**src/rtl/wb_arbiter.sv**
```systemverilog
// Write-back arbiter for the integer register file: two one-entry holding registers,
// round-robin grant onto the single write port, and a pending-write busy scoreboard.
module wb_arbiter #(
    parameter int XLEN           = 32,
    parameter int XREG_ADDRWIDTH = 5
) (
    input  logic                      clk,
    input  logic                      rst,
    input  logic                      i_alu_valid,
    input  logic [XREG_ADDRWIDTH-1:0] i_alu_addr,
    input  logic [XLEN-1:0]           i_alu_data,
    output logic                      o_alu_ready,
    input  logic                      i_lsu_valid,
    input  logic [XREG_ADDRWIDTH-1:0] i_lsu_addr,
    input  logic [XLEN-1:0]           i_lsu_data,
    output logic                      o_lsu_ready,
    input  logic                      i_issue_valid,
    input  logic [XREG_ADDRWIDTH-1:0] i_issue_addr,
    output logic                      o_write_flag,
    output logic [XREG_ADDRWIDTH-1:0] o_write_addr,
    output logic [XLEN-1:0]           o_write_data,
    output logic [31:0]               o_busy
);

    typedef enum logic {GNT_ALU = 1'b0, GNT_LSU = 1'b1} gnt_e;

    gnt_e                      last_q, last_d;
    logic                      alu_v, lsu_v;
    logic [XREG_ADDRWIDTH-1:0] alu_addr, lsu_addr;
    logic [XLEN-1:0]           alu_data, lsu_data;
    logic                      grant_alu, grant_lsu;
    logic                      alu_zero, lsu_zero;
    logic                      alu_load, lsu_load;
    logic [31:0]               busy_d;

    // Last-grant pointer: state register / next-state / grant decode
    always_ff @(posedge clk) begin
        if (rst) last_q <= GNT_LSU;
        else     last_q <= last_d;
    end

    always_comb begin
        last_d = last_q;
        if (grant_alu)      last_d = GNT_ALU;
        else if (grant_lsu) last_d = GNT_LSU;
    end

    always_comb begin
        grant_alu = alu_v && (!lsu_v || (last_q == GNT_LSU));
        grant_lsu = lsu_v && (!alu_v || (last_q == GNT_ALU));
    end

    // x0 requests are swallowed: always ready, never held
    always_comb begin
        alu_zero    = (i_alu_addr == '0);
        lsu_zero    = (i_lsu_addr == '0);
        o_alu_ready = alu_zero || !alu_v || grant_alu;
        o_lsu_ready = lsu_zero || !lsu_v || grant_lsu;
        alu_load    = i_alu_valid && o_alu_ready && !alu_zero;
        lsu_load    = i_lsu_valid && o_lsu_ready && !lsu_zero;
    end

    always_ff @(posedge clk) begin
        if (rst) begin
            alu_v    <= 1'b0;
            alu_addr <= '0;
            alu_data <= '0;
        end else if (alu_load) begin
            alu_v    <= 1'b1;
            alu_addr <= i_alu_addr;
            alu_data <= i_alu_data;
        end else if (grant_alu) begin
            alu_v    <= 1'b0;
        end
    end

    always_ff @(posedge clk) begin
        if (rst) begin
            lsu_v    <= 1'b0;
            lsu_addr <= '0;
            lsu_data <= '0;
        end else if (lsu_load) begin
            lsu_v    <= 1'b1;
            lsu_addr <= i_lsu_addr;
            lsu_data <= i_lsu_data;
        end else if (grant_lsu) begin
            lsu_v    <= 1'b0;
        end
    end

    always_ff @(posedge clk) begin
        if (rst) begin
            o_write_flag <= 1'b0;
            o_write_addr <= '0;
            o_write_data <= '0;
        end else if (grant_alu) begin
            o_write_flag <= 1'b1;
            o_write_addr <= alu_addr;
            o_write_data <= alu_data;
        end else if (grant_lsu) begin
            o_write_flag <= 1'b1;
            o_write_addr <= lsu_addr;
            o_write_data <= lsu_data;
        end else begin
            o_write_flag <= 1'b0;
        end
    end

    // Set is applied after clear so a newly issued writer keeps the bit
    always_comb begin
        busy_d = o_busy;
        if (o_write_flag) busy_d[o_write_addr] = 1'b0;
        if (i_issue_valid && (i_issue_addr != '0)) busy_d[i_issue_addr] = 1'b1;
        busy_d[0] = 1'b0;
    end

    always_ff @(posedge clk) begin
        if (rst) o_busy <= '0;
        else     o_busy <= busy_d;
    end

endmodule
```
**config.mk**
```make
export PLATFORM = sky130hd
export DESIGN_NAME = wb_arbiter
export DESIGN_NICKNAME = d
export VERILOG_FILES = /design/src/rtl/wb_arbiter.sv
export SDC_FILE = /design/constraint.sdc
export NUM_CORES = 1
export LEC_CHECK = 0
export CORE_MARGIN = 1.5
export CORE_UTILIZATION = 54
export DETAILED_ROUTE_END_ITERATION = 6
export HOLD_SLACK_MARGIN = 0.06
export MAX_ROUTING_LAYER = met4
export PLACE_DENSITY = 0.9
export SYNTH_ARGS = -nofsm -noshare
export SYNTH_HDL_FRONTEND = slang
export SYNTH_SLANG_ARGS = --single-unit
```
**constraint.sdc**
```tcl
create_clock -name clk -period 3.9 [get_ports clk]
set_input_delay 0.585 -clock clk [delete_from_list [all_inputs] [get_ports clk]]
set_output_delay 0.585 -clock clk [all_outputs]
set_load 0.02 [all_outputs]
```
Yosys cells after proc, flatten, opt, wreduce, memory -nomap -nowiden
Cells that the tools add are included.
{"block": "word_totals", "output_inout_bits": 72, "inputBits": 84, "ff_bits": 147, "word_cells": 63}
{"block": "op_classes", "muxes": 18, "order_cmp": 4, "reduce_logical": 25, "bitwise_logic": 4}
{"operator": "$mux 32", "count": 4}
{"operator": "$and 32x32->32", "count": 1}
{"operator": "$not 32->32", "count": 1}
{"operator": "$or 32x32->32", "count": 1}
{"operator": "$lt 5x6->1 const B", "count": 2}
{"operator": "$demux 1 s5", "count": 2}
{"operator": "$ge 5x1->1 const B", "count": 2}
{"operator": "$logic_not 5->1", "count": 2}
{"operator": "$mux 1", "count": 10}
{"operator": "$mux 5", "count": 2}
{"operator": "$logic_and 1x1->1", "count": 9}
{"operator": "$logic_or 1x1->1", "count": 6}
{"operator": "$reduce_bool 2->1", "count": 3}
{"operator": "$reduce_bool 5->1", "count": 1}
{"operator": "$logic_not 1->1", "count": 4}
{"operator": "$not 1->1", "count": 1}

Longest topological paths before layout
Gate-level depths: netlist of the first run.
{"block": "logic_depth", "ltp_word": 9, "mapped_depth": 6, "depth_no_buf": 3}

Worst setup path before layout of the first run
OpenSTA, ideal clock, no wires.
{"block": "synth_timing", "path_kind": "input to output", "from": "input port i_alu_addr[0]", "to": "output port o_alu_ready", "cell_stages": 2, "path_slack_ns": 1.848, "t_arrival_ns": 1.467, "path_buffers": 0, "required_time_ns": 3.315, "cell_sequence": "or4_4 -> o21bai_1"}
{"block": "synth_between", "elab_chain_len": 3}
{"element": "start, declared", "line_no": "10", "text": "input logic [XREG_ADDRWIDTH-1:0] i_alu_addr,"}
{"element": "$logic_not 5->1", "line_no": "55", "text": "alu_zero = (i_alu_addr == '0);"}
{"element": "$logic_or 1x1->1 (2 in a row)", "line_no": "57", "text": "o_alu_ready = alu_zero || !alu_v || grant_alu;"}
{"element": "end, declared", "line_no": "12", "text": "output logic o_alu_ready,"}
No other way between the ends.

Worst setup path after layout of the first run
{"block": "layout_timing", "from": "input port i_lsu_addr[1]", "to": "output port o_lsu_ready"}
{"block": "layout_between", "elab_chain_len": 3}
{"element": "start, declared", "line_no": "14", "text": "input logic [XREG_ADDRWIDTH-1:0] i_lsu_addr,"}
{"element": "$logic_not 5->1", "line_no": "56", "text": "lsu_zero = (i_lsu_addr == '0);"}
{"element": "$logic_or 1x1->1 (2 in a row)", "line_no": "58", "text": "o_lsu_ready = lsu_zero || !lsu_v || grant_lsu;"}
{"element": "end, declared", "line_no": "16", "text": "output logic o_lsu_ready,"}
No other way between the ends.

==> results.txt, run 1 <==
- Headroom to the max-slew limit: 32.4%
- Core ar.: 11600 sq um
* Worst-path cell chain: clkdlybuf4s50_1 > or4_4 > o21bai_1 > clkdlybuf4s50_1
- After legalization and detailed placement, the total HPWL measured 11.1 mm.
- Clock tree synthesis inserted a total of 17 buffers.
* Count of port buffers added during placement: 154
* Critical path fanouts, max: 3
- The netlist uses 36 different library cells.
- The share of total power dissipated in combinational logic is 14.1%.
* Worst reg2reg setup slack: 1610 ps
- On the critical path, the stage with the largest delay is an instance of clkdlybuf4s50_1.
* Number of endpoints failing setup at the final stage: 0
- Final weighted congestion in routability-driven placement: 0.858
- Max-cap violations in this run came to 0.
* Minimum period implied by the final worst setup slack: 2920 ps
- Clock Latency Late Sink: 420 ps
* Number of vias after detailed routing: 5749
* Number of cells traversed by the worst register-to-register path: 4
* Type of the most critical hold path: reg2reg
* Worst Hold Launch: lsu_data[29]$_SDFFE_PP0P_
- Power density over cell area: 431 nW/um^2
- Maximum number of pins on one net before global-route repair: 86
- Final hold violation count: 0
* Number of remaining DRC errors: 0
- F_max: 343 MHz
- Across all setup checks in the final design, the least slack found is 982 ps.
* Switching power total: 903 uW
- Net Sw Frac: 24.6%
- Data arrival, critical path: 2330 ps
- In this run the critical register-to-register path is launched from alu_v$_SDFFE_PP0P_.
- Number of filler cells placed in the layout: 825
* Final instance count without filler cells: 992
- In this run the cell area of the synthesized design comes to 6500 sq um.
- Pin placement for this block handled 156 I/O pins.
- CTS Root Cell: clkbuf_16
- Clock tree from TritonCTS: done
* CTS sink cnt: 146
- Async SR Flop Fraction: 0%
- STA classifies the critical path startpoint as an input pin.
- Sum Neg Setup Slack: 0 ps
- Buffer levels on the longest clock path: 2
* Initial standard-cell utilization of the core: 56.2%
- The critical path contains buffers and inverters numbering 2 combined.
* Sum of overflow across all layers after global routing: 0
* Crit-path most repeated cell: clkdlybuf4s50_1
- Vert. Die Dim: 113 um
- Count of flip-flops with a built-in enable after synthesis: 0
* Final Instance Area: 8510 sq um
* Share of power burned in the clock network: 40.9%
- Clock input transition at the sequential cells of the worst setup and hold paths: 50 ps
* Kind of cell with the highest combined delay on the critical path: buffers and inverters
- The H-tree was split into 4 levels.
- Die width: 113 um
- Static leakage: 3.11 nW
* Layout overhead on the synthesized area: 30.9%
- The first global-routing pass estimated 27.7 mm of wire.
* Flop pwr share: 45.0%
- At the pin with the least slew margin, the transition time is 1010 ps.
- Worst slack at placement: 993 ps
- Fraction of final layout cells sized beyond drive strength 1: 6.01%
- 0 antenna diodes ended up in the layout.
* Total number of placement rows: 39
- For the final database, setup skew stands at 6.15 ps.
* Warnings from Yosys: 0
* Synthesized instance count: 715
- Per-cell routed wire length: 17.3 um
- Aggregate routed wire length: 17.2 mm
- Number of buffers inserted for hold repair after clock tree synthesis: 0
- Share of the core filled with cells: 73.6%
* Most frequently used flop master after synthesis: dfxtp_1
* Antenna-violating nets left: 0
* Final count of pins violating max slew: 0
- Worst min-delay path endpoint: lsu_data[29]$_SDFFE_PP0P_
- Antenna violations before repair: 0
- Global routing consumed, over all layers together, 28.1% of the routing resources.
* Number of gates resized after CTS: 0
* Overall power after layout: 3.67 mW
* Fraction of the yosys area taken by sequential cells: 45.0%
- For the worst setup path, the data required time is 3310 ps.
- Mean cell area of the mapped netlist: 9.09 sq um
- Dividing the final minimum period by the clock period gives 74.8%.
- Category of the critical setup timing path: in2out
- The worst setup path is captured at a primary output.
- The internal portion of the total power is 2.77 mW.
- Unrepaired setup endpoints after global routing: false
- # nets final: 921
- In this run, the number of DRC markers left after iteration 0 of detailed routing was 369.
- In this run the post-CTS setup repair buffer count came out at 0.
* Post-Place Cell Area: 7970 sq um
* Max incr delay on CP: 620 ps
- Number of global-route vias before repair: 5906
- Hold is met by 470 ps.
- Result of the run: complete, no violations
- Die outline area: 12700 sq um
- Worst IR drop on VDD: 0.000264 V
- Ratio of routed vias to standard cells: 5.80
* Instance count along the most critical hold path: 2
- After detailed placement, the design holds a cell count of 961.
- Worst reg2reg endpoint: o_write_addr[4]$_SDFFE_PP0P_
* Post-Syn Nets: 799
- Length of the first detailed-routing pass in iterations: 6
* Flops & latches, synth: 146
[worst max-delay path by stage]
stage                        to           from  cells after the start
finish              o_lsu_ready  i_lsu_addr[1]                      4
CTS                 o_lsu_ready  i_lsu_addr[1]                      4
global placement    o_lsu_ready  i_lsu_addr[0]                      4
global route        o_lsu_ready  i_lsu_addr[1]                      4
detailed placement  o_lsu_ready  i_lsu_addr[1]                      4
floorplan           o_alu_ready  i_alu_addr[0]                      2
[cell type report]
class                   count  area, sq um  share of cell area [%]
inverters                   1         3.75                  0.0441
multi-input cells         508         3250                    38.2
repair buffers            163         1610                    18.9
well taps                 143          179                    2.10
flip-flops and latches    146         2920                    34.4
clock buffers              26          489                    5.75
clock inverters             5         52.6                   0.618
[per-layer routing]
layer  global-route usage [%]  part of all wire (%)  routed length (um)
met4                     13.6                   3.1                 529
met1                     31.8                    41                7090
met5                        -                     0                   0
met3                     7.07                   6.7                1150
met2                     46.8                    49                8430
[Yosys cell counts, drive strengths merged, types with 4 or more instances]
cell type	n	area (sq um)
o21ai	74	370
or3b	4	35.0
nand3b	6	45.0
nor3b	4	30.0
o22ai	4	25.0
mux2	4	45.0
nor3	5	25.0
nand2	32	120
a311oi	33	289
nor2	37	139
nand2b	141	882
and3b	5	43.8
dfxtp	146	2920
mux2i	67	671
nand3	36	180
nand4b	7	61.3
buf	16	158
a21oi	33	165
clkbuf	44	165
[sequential cells by signal, indices dropped and copies added, names as in the netlist]
signal        cells
lsu_v             1
alu_v             1
lsu_addr          5
lsu_data         32
o_write_data     32
o_write_flag      1
last_q            1
o_busy           31
alu_addr          5
o_write_addr      5
alu_data         32
[cells in the final DEF (no fill, tap or decap), types with 5 or more instances in the layout]
cell and n:
clkdlybuf4s50_1 153, nor3_1 5, and3b_1 5, o21ai_1 7, o21ai_0 67, nand2_1 32, nand3_1 36, nand2b_1 141
nand4b_1 7, nor2_1 37, dfxtp_1 145, clkbuf_16 17, a21oi_1 33, nand3b_1 6, clkbuf_1 6, mux2i_1 67
buf_4 10, a311oi_1 33
[power groups by stage]
stage | registers [mW] | clock network [mW] | logic, mW
final | 1.65 | 1.50 | 0.518
after global routing | 1.66 | 1.58 | 0.555
after CTS | 1.65 | 1.52 | 0.517
after detailed placement | 1.68 | 0 | 0.511
after global placement | 1.67 | 0 | 0.496
after floorplan | 1.70 | 0 | 0.265
[tightest hold or removal path, delay by kind of cell (launching register included)]
kind / cells / cell delay, ps
flops: 1 / 310
mux: 1 / 50
simple gates: 1 / 60
[kinds of logic (layout without fill, tap and decap cells)]
| kind of cell | count (synthesis) | count (layout) | synth area share (%) |
|---|---|---|---|
| buffers and inverters | 61 | 195 | 5.02 |
| AOI/OAI and AO/OA | 149 | 149 | 13.8 |
| muxes | 71 | 71 | 11.0 |
| and+or+nand+nor | 287 | 287 | 25.2 |
| other | 1 | 1 | 0.0577 |
| DFF | 146 | 146 | 45.0 |
Note: power is estimated with default switching activity, not from simulation.
==> run 2, diff against run 1 <==
- CORE_UTILIZATION: 54 -> 50
- PLACE_DENSITY: 0.9 -> 0.84
- clock period: 3.9 -> 2.7 ns (I/O delays scaled with it)
==> results.txt, run 2 (synthesized netlist as in run 1, its figures left out) <==
- Total routing usage reported by global routing: 26.6% (-1.5 points)
* Initial standard-cell utilization of the core: 51.3% (-4.9 points)
* Antenna violations before repair: 0 (unchanged)
- Static leakage: 3.17 nW (+2.1%)
* Headroom to the max-slew limit: 30.8% (-1.6 points)
- Number of gates resized after CTS: 0 (unchanged)
- For the finished layout, the period the worst path requires is 2560 ps.
- The leftover overflow at the end of global routing is 0 (unchanged).
- Fraction of final layout cells sized beyond drive strength 1: 6.81% (+0.80 points)
- The final weighted congestion of routability-driven global placement came to 0.893 (+4.1%).
- In the layout the commonest cells are clkdlybuf4s50_1 (153), dfxtp_1 (145), nand2b_1 (141).
- The placed instance count is 992 (+3.2%).
* H-tree levels: 4 (unchanged)
- The width of the chip came to 117 um (+3.8%).
* Post-CTS setup buffers: 0 (unchanged)
- Worst IR drop on VDD: 0.000422 V (+60%)
- In this run the worst hold path is classified as reg2reg.
* Die outline area: 13700 sq um (+7.8%)
- The fill cell total of the finished layout is 964 (+17%).
- The critical path starts at i_alu_addr[0].
- Total CTS buffers: 17 (unchanged)
- The worst path required time was 2300 ps (-1010 ps).
* Maximum number of pins on one net before global-route repair: 82 (-4.7%)
* Number of buffers inserted for hold repair after clock tree synthesis: 0 (unchanged)
- Largest registers in the final layout: alu_data (32), lsu_data (32), o_write_data (32)
* Total number of placement rows: 41 (+5.1%)
* Most common cell after layout, fill and taps aside: clkdlybuf4s50_1
* Worst reg2reg endpoint: alu_data[11]$_SDFFE_PP0P_
* Data arrival, critical path: 2160 ps (-170 ps)
- The count of endpoints failing setup in the final report came to 0 (unchanged).
- Worst-path cell chain: clkdlybuf4s50_1 > or4_4 > o21bai_1 > clkdlybuf4s50_1
* Kind of cell with the highest combined delay on the critical path: buffers and inverters
- The via density per instance was 5.60 (-3.4%).
- The number of sinks on the clock net came to 146 (unchanged).
* Result of the run: complete, no violations
- The buffer levels on the longest clock path came to 2 (unchanged).
- Count of port buffers added during placement: 154 (unchanged)
- Vert. Die Dim: 117 um (+3.8%)
* CP endpoint kind: primary output
* Number of violations of the max-capacitance limit: 0 (unchanged)
- The number of global-route vias before repair came to 5608 (-5.0%).
- The global-route wire length before repair was 27.5 mm (-0.77%).
- The number of slew-limit violations in the final report is 0 (unchanged).
- In this design, the critical path's most frequently occurring cell is clkdlybuf4s50_1.
* Worst slack at placement: 149 ps (-844 ps)
- The core occupancy in the finished layout is 68.6% (-5.0 points).
* Number of cells traversed by the worst register-to-register path: 4 (unchanged)
- Met1 track utilization from global routing: 32.2% (+0.38 points)
* Clock input transition at the sequential cells of the worst setup and hold paths: 60 ps (about the same)
- # nets final: 923 (+0.22%)
- The layer flagged by global routing as most heavily used is met2.
* Aggregate routed wire length: 17.5 mm (+1.6%)
- Antenna-violating nets left: 0 (unchanged)
- Fin worst setup slack: 140 ps (-842 ps)
* Critical path buffers and inverters: 2 (unchanged)
- The power density normalized to cell area came to 644 nW/um^2 (+49%).
- Timing would allow up to 391 MHz.
* Maximum clock skew at final layout: 4.73 ps (-1.42 ps)
* Routing usage on met2: 44.3% (-2.5 points)
- The area of the core is 12700 sq um (+9.6%).
- The cell count of the worst hold path came to 2 (unchanged).
- Sum Neg Setup Slack: 0 ps (unchanged)
- Clock tree from TritonCTS: done
- Worst min-delay path endpoint: lsu_addr[4]$_SDFFE_PP0P_
- The met3 usage came to 5.87% (-1.2 points).
- Boundary Pins: 156 (unchanged)
- The worst hold path begins at lsu_addr[4]$_SDFFE_PP0P_.
- The average wire per cell in the routed design came to 17.1 um (-1.6%).
- The sum of net half-perimeters after detailed placement came to 11.2 mm (+0.73%).
* Final period util: 94.8%
- The number of design rule violations left after detail routing is 0 (unchanged).
* Length of the first detailed-routing pass in iterations: 5 (-1)
- The count of placed standard cells in the final layout, fillers left out is 1024 (+3.2%).
* Final hold violation count: 0 (unchanged)
- The area growth from synthesis to layout is 33.7%.
* Slew @ Worst Pin: 1040 ps (+23.7 ps)
* Worst r2r src: last_q$_SDFFE_PP1P_
- The DRC marker count from the first detailed-route iteration was 605 (+64%).
- Category of the critical setup timing path: in2out
- The source-to-sink clock delay at the later pin of the worst-skew pair came to 410 ps (about the same).
- Number of antenna diodes: 0 (unchanged)
* Overall power after layout: 5.60 mW (+53%)
- Number of vias after detailed routing: 5735 (-0.24%)
- The highest fanout seen on the critical path was 3 (unchanged).
- STA classifies the critical path startpoint as an input pin.
- CTS Root Cell: clkbuf_16
- The critical path's largest stage delay came to 610 ps (about the same).
- Worst reg2reg setup slack: 600 ps (-1010 ps)
* Unrepaired setup endpoints after global routing: false
* Crit-path slowest cell: clkdlybuf4s50_1
-- run 2: power by group --
group          total (mW)  leakage (nW)  switching [mW]  internal, mW
Combinational       0.761          1.67           0.374         0.387
Sequential           2.38          1.20          0.0965          2.29
Clock                2.45         0.302           0.878          1.58
-- run 2: worst max-delay path by stage --
stage | slack (ps) | cells past startpoint | to
after floorplan | 1010 | 2 | o_alu_ready
after global placement | 180 | 4 | o_lsu_ready
after detailed placement | 150 | 4 | o_alu_ready
after CTS | 140 | 4 | o_alu_ready
after global routing | 90 | 4 | o_alu_ready
final | 140 | 4 | o_alu_ready
-- run 2: layout make-up --
type	count	area [sq um]	share of cell area, %
Tap cell	172	215	2.48
Clock buffer	24	502	5.77
Inverter	1	3.75	0.0432
Sequential cell	146	2920	33.6
Timing Repair Buffer	165	1670	19.2
Multi-Input combinational cell	508	3250	37.4
Clock inverter	8	124	1.42
-- run 2: metal layers --
| layer | up-vias | routed length (um) |
|---|---|---|
| met5 | - | 0 |
| met4 | 0 | 240 |
| met3 | 31 | 1060 |
| met2 | 230 | 8740 |
| met1 | 2733 | 7440 |
| li1 | 2741 | - |
-- run 2: worst register-to-register path, stage by stage, from the launching register on --
cell and delay, ps:
dfxtp_1 500, nand3b_1 270, o211a_2 680, buf_12 300, mux2i_1 260
-- run 2: per-stage QoR --
| stage | area (sq um) | hold slack, ps |
|---|---|---|
| after floorplan | 6500 | 439 |
| after global placement | 8070 | 453 |
| after detailed placement | 8070 | 454 |
| after CTS | 8690 | 464 |
| after global routing | 8690 | 483 |
| final | 8690 | 463 |
==> run 3, diff against run 2 <==
- CORE_UTILIZATION: 50 -> 60
- DONT_BUFFER_PORTS: not set -> 1
- HOLD_SLACK_MARGIN: 0.06 -> 0.05
- PLACE_DENSITY: 0.84 -> 0.76
==> results.txt, run 3 (synthesized netlist as in run 1, its figures left out) <==
* Result of the run: complete, no violations
* Total number of placement rows: 37 (-9.8%)
* Count of port buffers added during placement: 0 (-100%)
- The clock transition time at the flip-flop clock pins of the worst setup and hold paths came to 60 ps (about the same).
- Worst setup path end: o_write_data[7]$_SDFFE_PP0P_
* Sum of overflow across all layers after global routing: 0 (unchanged)
* Aggregate routed wire length: 16.1 mm (-7.8%)
* Headroom to the max-slew limit: 35.8% (+5.0 points)
- Final weighted congestion in routability-driven placement: 0.865 (-3.1%)
* Clock tree from TritonCTS: done
* Kind of cell with the highest combined delay on the critical path: buffers and inverters
- Max incr delay on CP: 720 ps (+110 ps)
- Number of buffers inserted for hold repair after clock tree synthesis: 60 (+60)
- Slew @ Worst Pin: 961 ps (-76.2 ps)
- The highest fanout seen on the critical path came to 33 (+30).
- Number of antenna diodes: 0 (unchanged)
- The core occupancy in the finished layout is 73.5% (+4.9 points).
- Post-CTS setup buffers: 0 (unchanged)
- The number of violations of the max-capacitance limit was 0 (unchanged).
* H-tree levels: 4 (unchanged)
- Unrepaired setup endpoints after global routing: false
- The critical path data arrival time is 2570 ps (+410 ps).
- Largest registers in the final layout: alu_data (32), lsu_data (32), o_write_data (32)
* Number of filler cells placed in the layout: 759 (-21%)
- Multi-input gate area in the final layout: 3250 sq um (unchanged)
- The number of clock buffers inserted by TritonCTS was 17 (unchanged).
- Crit-path slowest cell: inv_1
- Routing usage on met2: 48.2% (+3.9 points)
- The power density normalized to cell area is 705 nW/um^2 (+9.5%).
* Met3 usage in global routing: 8.69% (+2.8 points)
* Data required time of the critical path: 3120 ps (+820 ps)
- Worst setup SP type: register
- The area of the core came to 10400 sq um (-18%).
* Number of global-route vias before repair: 5199 (-7.3%)
* Die width: 107 um (-8.5%)
* Minimum period implied by the final worst setup slack: 2160 ps (-404 ps)
- Static leakage: 2.82 nW (-11%)
- The number of antenna violations at the first check in global routing is 0 (unchanged).
* Number of gates resized after CTS: 0 (unchanged)
- Type of the most critical hold path: in2reg
* Length of the first detailed-routing pass in iterations: 5 (unchanged)
- The slack of the worst reg-to-reg path came to 540 ps (-60 ps).
- Final Instance Area: 7660 sq um (-12%)
- Met1 track utilization from global routing: 32.1% (-0.11 points)
- Placed wire-length estimate: 9.76 mm (-13%)
- The source-to-sink clock delay at the later pin of the worst-skew pair is 520 ps (+110 ps).
- Global-route wire length before repair: 25.3 mm (-7.9%)
- Worst r2r src: alu_v$_SDFFE_PP0P_
* Worst-path cell chain: buf_4 > inv_1 > o21ai_0 > a311oi_1
* Final period util: 79.9% (-15 points)
* Most common cell after layout, fill and taps aside: dfxtp_1
- The pin count of the biggest net entering global routing is 150 (+83%).
- The count of vias placed by the detailed router was 5245 (-8.5%).
- Final hold violation count: 0 (unchanged)
* Antenna-violating nets left: 0 (unchanged)
* CTS sink cnt: 146 (unchanged)
- Final count of pins violating max slew: 0 (unchanged)
- Number of remaining DRC errors: 0 (unchanged)
- First DRT Iteration DRCs: 390 (-36%)
- Category of the critical setup timing path: reg2reg
* Ratio of routed vias to standard cells: 5.89 (+5.2%)
* Post-Place Cell Area: 6420 sq um (-20%)
- The number of ports placed on the die boundary is 156 (unchanged).
- CTS Root Cell: clkbuf_8
- Layout overhead on the synthesized area: 17.8%
* Fraction of final layout cells sized beyond drive strength 1: 7.03% (+0.22 points)
- The peak supply drop was 0.000406 V (-3.8%).
* Per-cell routed wire length: 18.1 um (+6.1%)
- The flip-flop and latch area was 2920 sq um (unchanged).
- The top achievable clock speed was 464 MHz (+19%).
- The vertical die dimension was 107 um (-8.5%).
- The worst setup path is captured at a register.
- The total negative setup slack came to 0 ps (unchanged).
* Most frequent cells in the layout: dfxtp_1 (145), nand2b_1 (141), o21ai_0 (67), mux2i_1 (67), dlygate4sd3_1 (59)
- The layout net count was 826 (-11%).
* Critical path buffers and inverters: 2 (unchanged)
- The effective utilization at floorplan came to 62.4% (+11 points).
* Number of cells traversed by the worst register-to-register path: 4 (unchanged)
* Maximum clock skew at final layout: 10.0 ps (+5.27 ps)
- The cell count along the critical path was 4 (unchanged).
- Total routing usage reported by global routing: 28.9% (+2.3 points)
- Buffer levels on the longest clock path: 2 (unchanged)
- The layer flagged by global routing as most heavily used is met2.
* Number of endpoints failing setup at the final stage: 0 (unchanged)
- The endpoint identified for the worst register-to-register timing path is o_write_data[7]$_SDFFE_PP0P_.
* Die outline area: 11500 sq um (-16%)
- Worst Setup SP: alu_v$_SDFFE_PP0P_
run 3: worst min-delay path by stage:
| stage | start | end | slack, ps | cells after the start |
|---|---|---|---|---|
| floorplan | lsu_addr[1]$_SDFFE_PP0P_ | lsu_addr[1]$_SDFFE_PP0P_ | 440 | 2 |
| detailed placement | lsu_data[20]$_SDFFE_PP0P_ | lsu_data[20]$_SDFFE_PP0P_ | 460 | 2 |
| CTS | i_lsu_addr[2] | lsu_addr[2]$_SDFFE_PP0P_ | 50 | 2 |
| finish | i_alu_data[3] | alu_data[3]$_SDFFE_PP0P_ | 60 | 2 |
| global placement | lsu_data[8]$_SDFFE_PP0P_ | lsu_data[8]$_SDFFE_PP0P_ | 460 | 2 |
| global route | i_alu_data[6] | alu_data[6]$_SDFFE_PP0P_ | 50 | 2 |
run 3: routing by layer:
metal  wire length, um  part of all wire [%]
met1              6530                    41
met2              7850                    49
met3              1410                   8.7
met4               323                   2.0
met5                 0                     0
run 3: cell type report:
cell class | count | share of cell area [%]
timing repair buffer | 68 | 9.02
multi-input combinational | 508 | 42.5
tap | 136 | 2.22
sequential | 146 | 38.2
clock inverter | 8 | 1.98
clock buffer | 23 | 6.09
inverter | 1 | 0.0490
run 3: per-stage QoR:
step	worst slack (ps)	hold WS, ps	instances	total power, mW
2_1_floorplan	1010	439	715	2.84
3_3_place_gp	713	456	799	2.87
3_5_place_dp	606	457	799	2.90
4_1_cts	550	50.7	890	5.41
5_1_grt	381	51.9	890	5.57
6_report	544	64.4	890	5.40
run 3: power breakdown:
group | internal (mW) | switching (mW)
Sequential | 2.29 | 0.171
Clock | 1.57 | 0.879
Combinational | 0.250 | 0.240
Total | 4.11 | 1.29
